$ cat config.mk
export PLATFORM = sky130hd
export DESIGN_NAME = matmul_seq
export DESIGN_NICKNAME = d
export VERILOG_FILES = /design/src/rtl/matmul_seq.sv
export SDC_FILE = /design/constraint.sdc
export NUM_CORES = 2
export LEC_CHECK = 0
export CAP_MARGIN = 20
export CORE_ASPECT_RATIO = 1.5
export CORE_MARGIN = 8
export CORE_UTILIZATION = 55
export DETAILED_ROUTE_END_ITERATION = 8
export DONT_BUFFER_PORTS = 1
export GPL_ROUTABILITY_DRIVEN = 0
export GPL_TIMING_DRIVEN = 1
export PLACE_DENSITY = 0.7
export SLEW_MARGIN = 30
export SYNTH_ARGS = -nofsm -noshare
export SYNTH_HDL_FRONTEND = slang
export SYNTH_SLANG_ARGS = --single-unit
$ cat constraint.sdc
create_clock -name clk -period 11.15 [get_ports clk]
set_clock_uncertainty 0.15 [all_clocks]
set_input_delay 0.5575 -clock clk [delete_from_list [all_inputs] [get_ports clk]]
set_output_delay 0.5575 -clock clk [all_outputs]
set_load 0.005 [all_outputs]
$ cat src/rtl/matmul_seq.sv
// Matrix-multiply sequencer: polls the MMIO flag, runs C = A*B on
// a single signed MAC over memory port B, then clears the flag.
module matmul_seq #(
  parameter int DATA_WIDTH = 32,
  parameter int ADDR_WIDTH = 16
) (
  input  logic                         clk,
  input  logic                         rst_n,
  input  logic                         en,
  output logic [ADDR_WIDTH-1:0]        mem_addr,
  output logic [DATA_WIDTH-1:0]        mem_wdata,
  output logic                         mem_we,
  input  logic signed [DATA_WIDTH-1:0] mem_rdata,
  output logic                         busy,
  output logic                         done
);

  localparam int DW = DATA_WIDTH;
  localparam int AW = ADDR_WIDTH;
  localparam int DW2 = 2 * DATA_WIDTH;

  localparam logic [AW-1:0] A_REG = AW'('h000);
  localparam logic [AW-1:0] B_REG = AW'('h100);
  localparam logic [AW-1:0] C_REG = AW'('h200);
  localparam logic [AW-1:0] M_REG = AW'('h600);
  localparam logic [AW-1:0] N_REG = AW'('h700);
  localparam logic [AW-1:0] P_REG = AW'('h800);
  localparam logic [AW-1:0] F_REG = AW'('hA00);

  typedef enum logic [2:0] {
    S_POLL_REQ, S_POLL_CHK, S_CFG, S_RD_A,
    S_RD_B, S_MAC, S_WR_C, S_FIN
  } state_t;

  state_t state, state_nx;

  logic [2:0] cfg_cnt;
  logic [AW-1:0] a_base, b_base, c_base;
  logic [AW-1:0] a_row, a_ptr, b_col, b_ptr, c_ptr;
  logic [DW-1:0] m, n, p, i, j, k;
  logic signed [DW-1:0] a_reg;
  logic signed [DW2-1:0] acc, prod;
  logic last_i, last_j, last_k;

  assign prod = DW2'(a_reg) * DW2'(mem_rdata);
  assign last_i = (i == m - DW'(1));
  assign last_j = (j == p - DW'(1));
  assign last_k = (k == n - DW'(1));

  // Address pointers walk A along a row, B down a column, C linearly.
  always_ff @(posedge clk) begin
    if (!rst_n) begin
      state   <= S_POLL_REQ;
      cfg_cnt <= '0;
      a_base  <= '0;
      b_base  <= '0;
      c_base  <= '0;
      a_row   <= '0;
      a_ptr   <= '0;
      b_col   <= '0;
      b_ptr   <= '0;
      c_ptr   <= '0;
      m       <= '0;
      n       <= '0;
      p       <= '0;
      i       <= '0;
      j       <= '0;
      k       <= '0;
      a_reg   <= '0;
      acc     <= '0;
    end else begin
      state <= state_nx;
      unique case (state)
        S_CFG: begin
          cfg_cnt <= cfg_cnt + 3'd1;
          unique case (cfg_cnt)
            3'd1: a_base <= mem_rdata[AW-1:0];
            3'd2: b_base <= mem_rdata[AW-1:0];
            3'd3: c_base <= mem_rdata[AW-1:0];
            3'd4: m <= mem_rdata;
            3'd5: n <= mem_rdata;
            3'd6: begin
              p       <= mem_rdata;
              cfg_cnt <= '0;
              i       <= '0;
              j       <= '0;
              k       <= '0;
              acc     <= '0;
              a_row   <= a_base;
              a_ptr   <= a_base;
              b_col   <= b_base;
              b_ptr   <= b_base;
              c_ptr   <= c_base;
            end
            default: ;
          endcase
        end
        S_RD_B: a_reg <= mem_rdata;
        S_MAC: begin
          acc <= acc + prod;
          if (!last_k) begin
            k     <= k + DW'(1);
            a_ptr <= a_ptr + AW'(1);
            b_ptr <= b_ptr + p[AW-1:0];
          end
        end
        S_WR_C: begin
          k     <= '0;
          acc   <= '0;
          c_ptr <= c_ptr + AW'(1);
          if (last_j) begin
            j     <= '0;
            i     <= i + DW'(1);
            a_row <= a_row + n[AW-1:0];
            a_ptr <= a_row + n[AW-1:0];
            b_col <= b_base;
            b_ptr <= b_base;
          end else begin
            j     <= j + DW'(1);
            a_ptr <= a_row;
            b_col <= b_col + AW'(1);
            b_ptr <= b_col + AW'(1);
          end
        end
        default: ;
      endcase
    end
  end

  always_comb begin
    state_nx  = state;
    mem_addr  = '0;
    mem_wdata = '0;
    mem_we    = 1'b0;
    busy      = 1'b0;
    done      = 1'b0;
    unique case (state)
      S_POLL_REQ: begin
        if (en) begin
          mem_addr = F_REG;
          state_nx = S_POLL_CHK;
        end
      end
      S_POLL_CHK: begin
        state_nx = (mem_rdata != '0) ? S_CFG : S_POLL_REQ;
      end
      S_CFG: begin
        busy = 1'b1;
        unique case (cfg_cnt)
          3'd0: mem_addr = A_REG;
          3'd1: mem_addr = B_REG;
          3'd2: mem_addr = C_REG;
          3'd3: mem_addr = M_REG;
          3'd4: mem_addr = N_REG;
          3'd5: mem_addr = P_REG;
          default: mem_addr = '0;
        endcase
        if (cfg_cnt == 3'd6) begin
          if (m == '0 || n == '0 || mem_rdata == '0)
            state_nx = S_FIN;
          else
            state_nx = S_RD_A;
        end
      end
      S_RD_A: begin
        busy     = 1'b1;
        mem_addr = a_ptr;
        state_nx = S_RD_B;
      end
      S_RD_B: begin
        busy     = 1'b1;
        mem_addr = b_ptr;
        state_nx = S_MAC;
      end
      S_MAC: begin
        busy     = 1'b1;
        state_nx = last_k ? S_WR_C : S_RD_A;
      end
      S_WR_C: begin
        busy      = 1'b1;
        mem_addr  = c_ptr;
        mem_wdata = acc[DW-1:0];
        mem_we    = 1'b1;
        state_nx  = (last_i && last_j) ? S_FIN : S_RD_A;
      end
      S_FIN: begin
        busy     = 1'b1;
        done     = 1'b1;
        mem_addr = F_REG;
        mem_we   = 1'b1;
        state_nx = S_POLL_REQ;
      end
      default: state_nx = S_POLL_REQ;
    endcase
    // Reset silences the bus in the same cycle so an aborted job never writes.
    if (!rst_n) begin
      mem_addr  = '0;
      mem_wdata = '0;
      mem_we    = 1'b0;
      busy      = 1'b0;
      done      = 1'b0;
    end
  end

endmodule

==> flow_metrics.env <==
export IMPL_finalHoldViolations=0
export IMPL_setup_tns_ps=0
export IMPL_synth_nets=5548
export IMPL_crit_type="reg2reg"
export IMPL_grt_pass1_vias=34800
export IMPL_synthTopCellsByArea="fa_1 (22%), dfxtp_1 (20%), nand2_1 (7.7%)"
export IMPL_p_comb_share_pct=26.1
export IMPL_cts_buffers_inserted=45
export IMPL_routed_via_density=6.13
export IMPL_core_area_um2=71200
export IMPL_synth_edf_count=0
export IMPL_grt_use_total_pct=32.1
export IMPL_seq_power_share_pct=34.7
export IMPL_crit_required_ps=11470
export IMPL_status="finished, final reports clean"
export IMPL_synth_async_sr_flop_share_pct=0
export IMPL_worst_pin_slew_ps=1060
export IMPL_grt_pass1_wl_um=200000
export IMPL_syn_cell_area_um2=39400
export IMPL_cts_sinks=390
export IMPL_dp_hpwl_um=86500
export IMPL_synthCells=4880
export IMPL_drv_slew=0
export IMPL_cp_max_fo=25
export IMPL_hp_class="in2reg"
export IMPL_antenna_found_initial=7
export IMPL_grt_max_degree=89
export IMPL_fin_crit_sh_pct=74.4
export IMPL_num_rows=120
export IMPL_start_kind="flip-flop"
export IMPL_wirelength_um=128000
export IMPL_clock_path_buffers=3
export IMPL_arrival_ps=8610
export IMPL_htree_levels=2
export IMPL_p_sw_share_pct=33.6
export IMPL_cts_tree="yes"
export IMPL_fmax_ghz=0.121
export IMPL_initialDrtViolationCount=3001
export IMPL_reg2reg_depth=24
export IMPL_syn2layout_area_growth_pct=5.66
export IMPL_io_pins=86
export IMPL_ys_ff_latch=390
export IMPL_maxCapViolations=0
export IMPL_min_period_ps=8290
export IMPL_portBuffers=0
export IMPL_drive_above_1_share_pct=3.91
export IMPL_clk_pin_slew_ps=70
export IMPL_ctsRootBufferMaster="clkbuf_16"
export IMPL_synthFlopType="dfxtp_1"
export IMPL_avgSynthCellArea_um2=8.07
export IMPL_die_area_um2=80600
export IMPL_synth_top_area_cell="fa_1"
export IMPL_ys_seq_area_share_pct=19.8
export IMPL_fp_dieW_um=234
export IMPL_cp_end_kind="flip-flop"
export IMPL_dp_cells=5508
export IMPL_drc=0
export IMPL_setup_viol=0
export IMPL_yosysWarnings=0
export IMPL_yosysUniqueCellTypes=81
export IMPL_p_int_mw=2.79
export IMPL_vdd_ir_drop_max_mv=0.125
export IMPL_switchingPower_mw=1.41
export IMPL_rsz0062_at_grt="false"
export IMPL_die_h_um=344
export IMPL_synth_top_area_share_pct=22.4
export IMPL_p_per_area_nw_per_um2=101
export IMPL_timing_slew_headroom_pct=29.2
export IMPL_leakagePower_nw=17.9
export IMPL_overflow=0
export IMPL_min_path_cells=2
export IMPL_power_frac_clock_pct=39.1
export IMPL_num_nets_final=5344
export IMPL_clkLatencyLatePin_ps=620
export IMPL_first_pass_iters=6
export IMPL_vias=34500
export IMPL_initial_core_util_pct=55.3
export IMPL_ant_nets=0
export IMPL_drt_wirelength_per_cell_um=22.7
export IMPL_final_cells=5628
critical path: stages (launching register included):
cell and delay (ps):
dfxtp_1 960, nand2_1 180, fa_1 440, inv_1 90
fa_1 410, fa_1 530, inv_1 60, fa_1 530
inv_1 50, fa_1 520, fa_1 470, fa_1 580
inv_1 60, fa_1 530, inv_1 40, ha_1 240
or3_1 370, o221a_2 300, a41oi_1 430, a31o_2 270
o22ai_1 130, o41a_1 350, a21oi_1 200, xor2_1 150
o21ai_0 90
final cells by class:
class                           instances  area, µm²
Inverter                              566       2130
Clock buffer                           60       1290
Multi-Input combinational cell       3600      28300
Tap cell                              915       1140
Sequential cell                       390       7810
Timing Repair Buffer                   73        649
Fill cell                            6557      29600
Clock inverter                         21        294
Antenna cell                            3       7.51
what timing repair did:
item                      CTS  global route
buffers inserted            0             0
hold endpoints to repair  224             0
gates resized for setup     0             0
hold buffers               34             0
worst paths after layout:
path,slack [ps],startpoint,to
worst max-delay path,2860,a_reg[8],acc[30]
worst min-delay path,30,rst_n,a_row[15]
worst max register to register,2860,a_reg[8],acc[30]
worst min register to register,300,c_base[9],c_base[9]
placed cells by master, fill, tap and decap left out, drive strengths merged, types with 19 or more instances in the layout:
cell         count
nand4           26
nand2          807
xnor2          157
fa             440
clkbuf          60
mux2            19
and3            72
nor2           198
dfxtp          390
nor4            39
inv            572
ha             193
a211oi          34
or3             52
a22oi           37
or4             23
and2           312
mux2i           37
nand3           97
o211ai          43
xor2           100
dlygate4sd3     33
buf             40
o211a           19
a21oi          329
o21a            37
o21ai          140
a31oi           29
nor3            94
power groups by stage:
stage / registers [mW] / clock network (mW) / logic (mW)
after CTS: 1.46 / 1.66 / 1.10
after global routing: 1.46 / 1.71 / 1.24
final: 1.46 / 1.65 / 1.10
after floorplan: 1.46 / 0 / 0.818
after detailed placement: 1.49 / 0 / 1.04
after global placement: 1.49 / 0 / 1.03
cells in the mapped netlist (all sizes together) (52+ instances only):
library cell,number
or3,52
nand2,807
and2,312
inv,565
and3,72
nor2,198
fa,440
xnor2,157
a21oi,329
ha,193
nand3,97
clkbuf,294
xor2,100
nor3,94
o21ai,140
dfxtp,390
stage by stage:
stage          instance area, µm²  hold slack, ps  power, mW  util, %  setup slack [ps]
2_1_floorplan               39400             272       2.28        -              3490
3_3_place_gp                39600             285       2.52     55.6              3030
3_5_place_dp                39600             294       2.53     55.6              2920
4_1_cts                     41500            2.42       4.22     58.4              2880
5_1_grt                     41600            29.8       4.41     58.4              2440
6_report                    41600            30.8       4.21     58.4              2860
per-layer routing:
layer	global-route usage [%]	share of wire [%]
met1	37.9	37
met2	53.0	47
met3	6.18	8.5
met4	20.7	7.3
met5	0	0.021
cell families after synthesis:
logic type	synth area share, %
AO/OA/AOI/OAI	13.5
XOR/XNOR	5.72
multiplexers	1.48
flip-flops	19.8
buffers and inverters	8.61
adder cells (fa/ha/maj)	28.5
AND/OR/NAND/NOR	22.3
No activity file was read; power rests on OpenSTA's default activity.
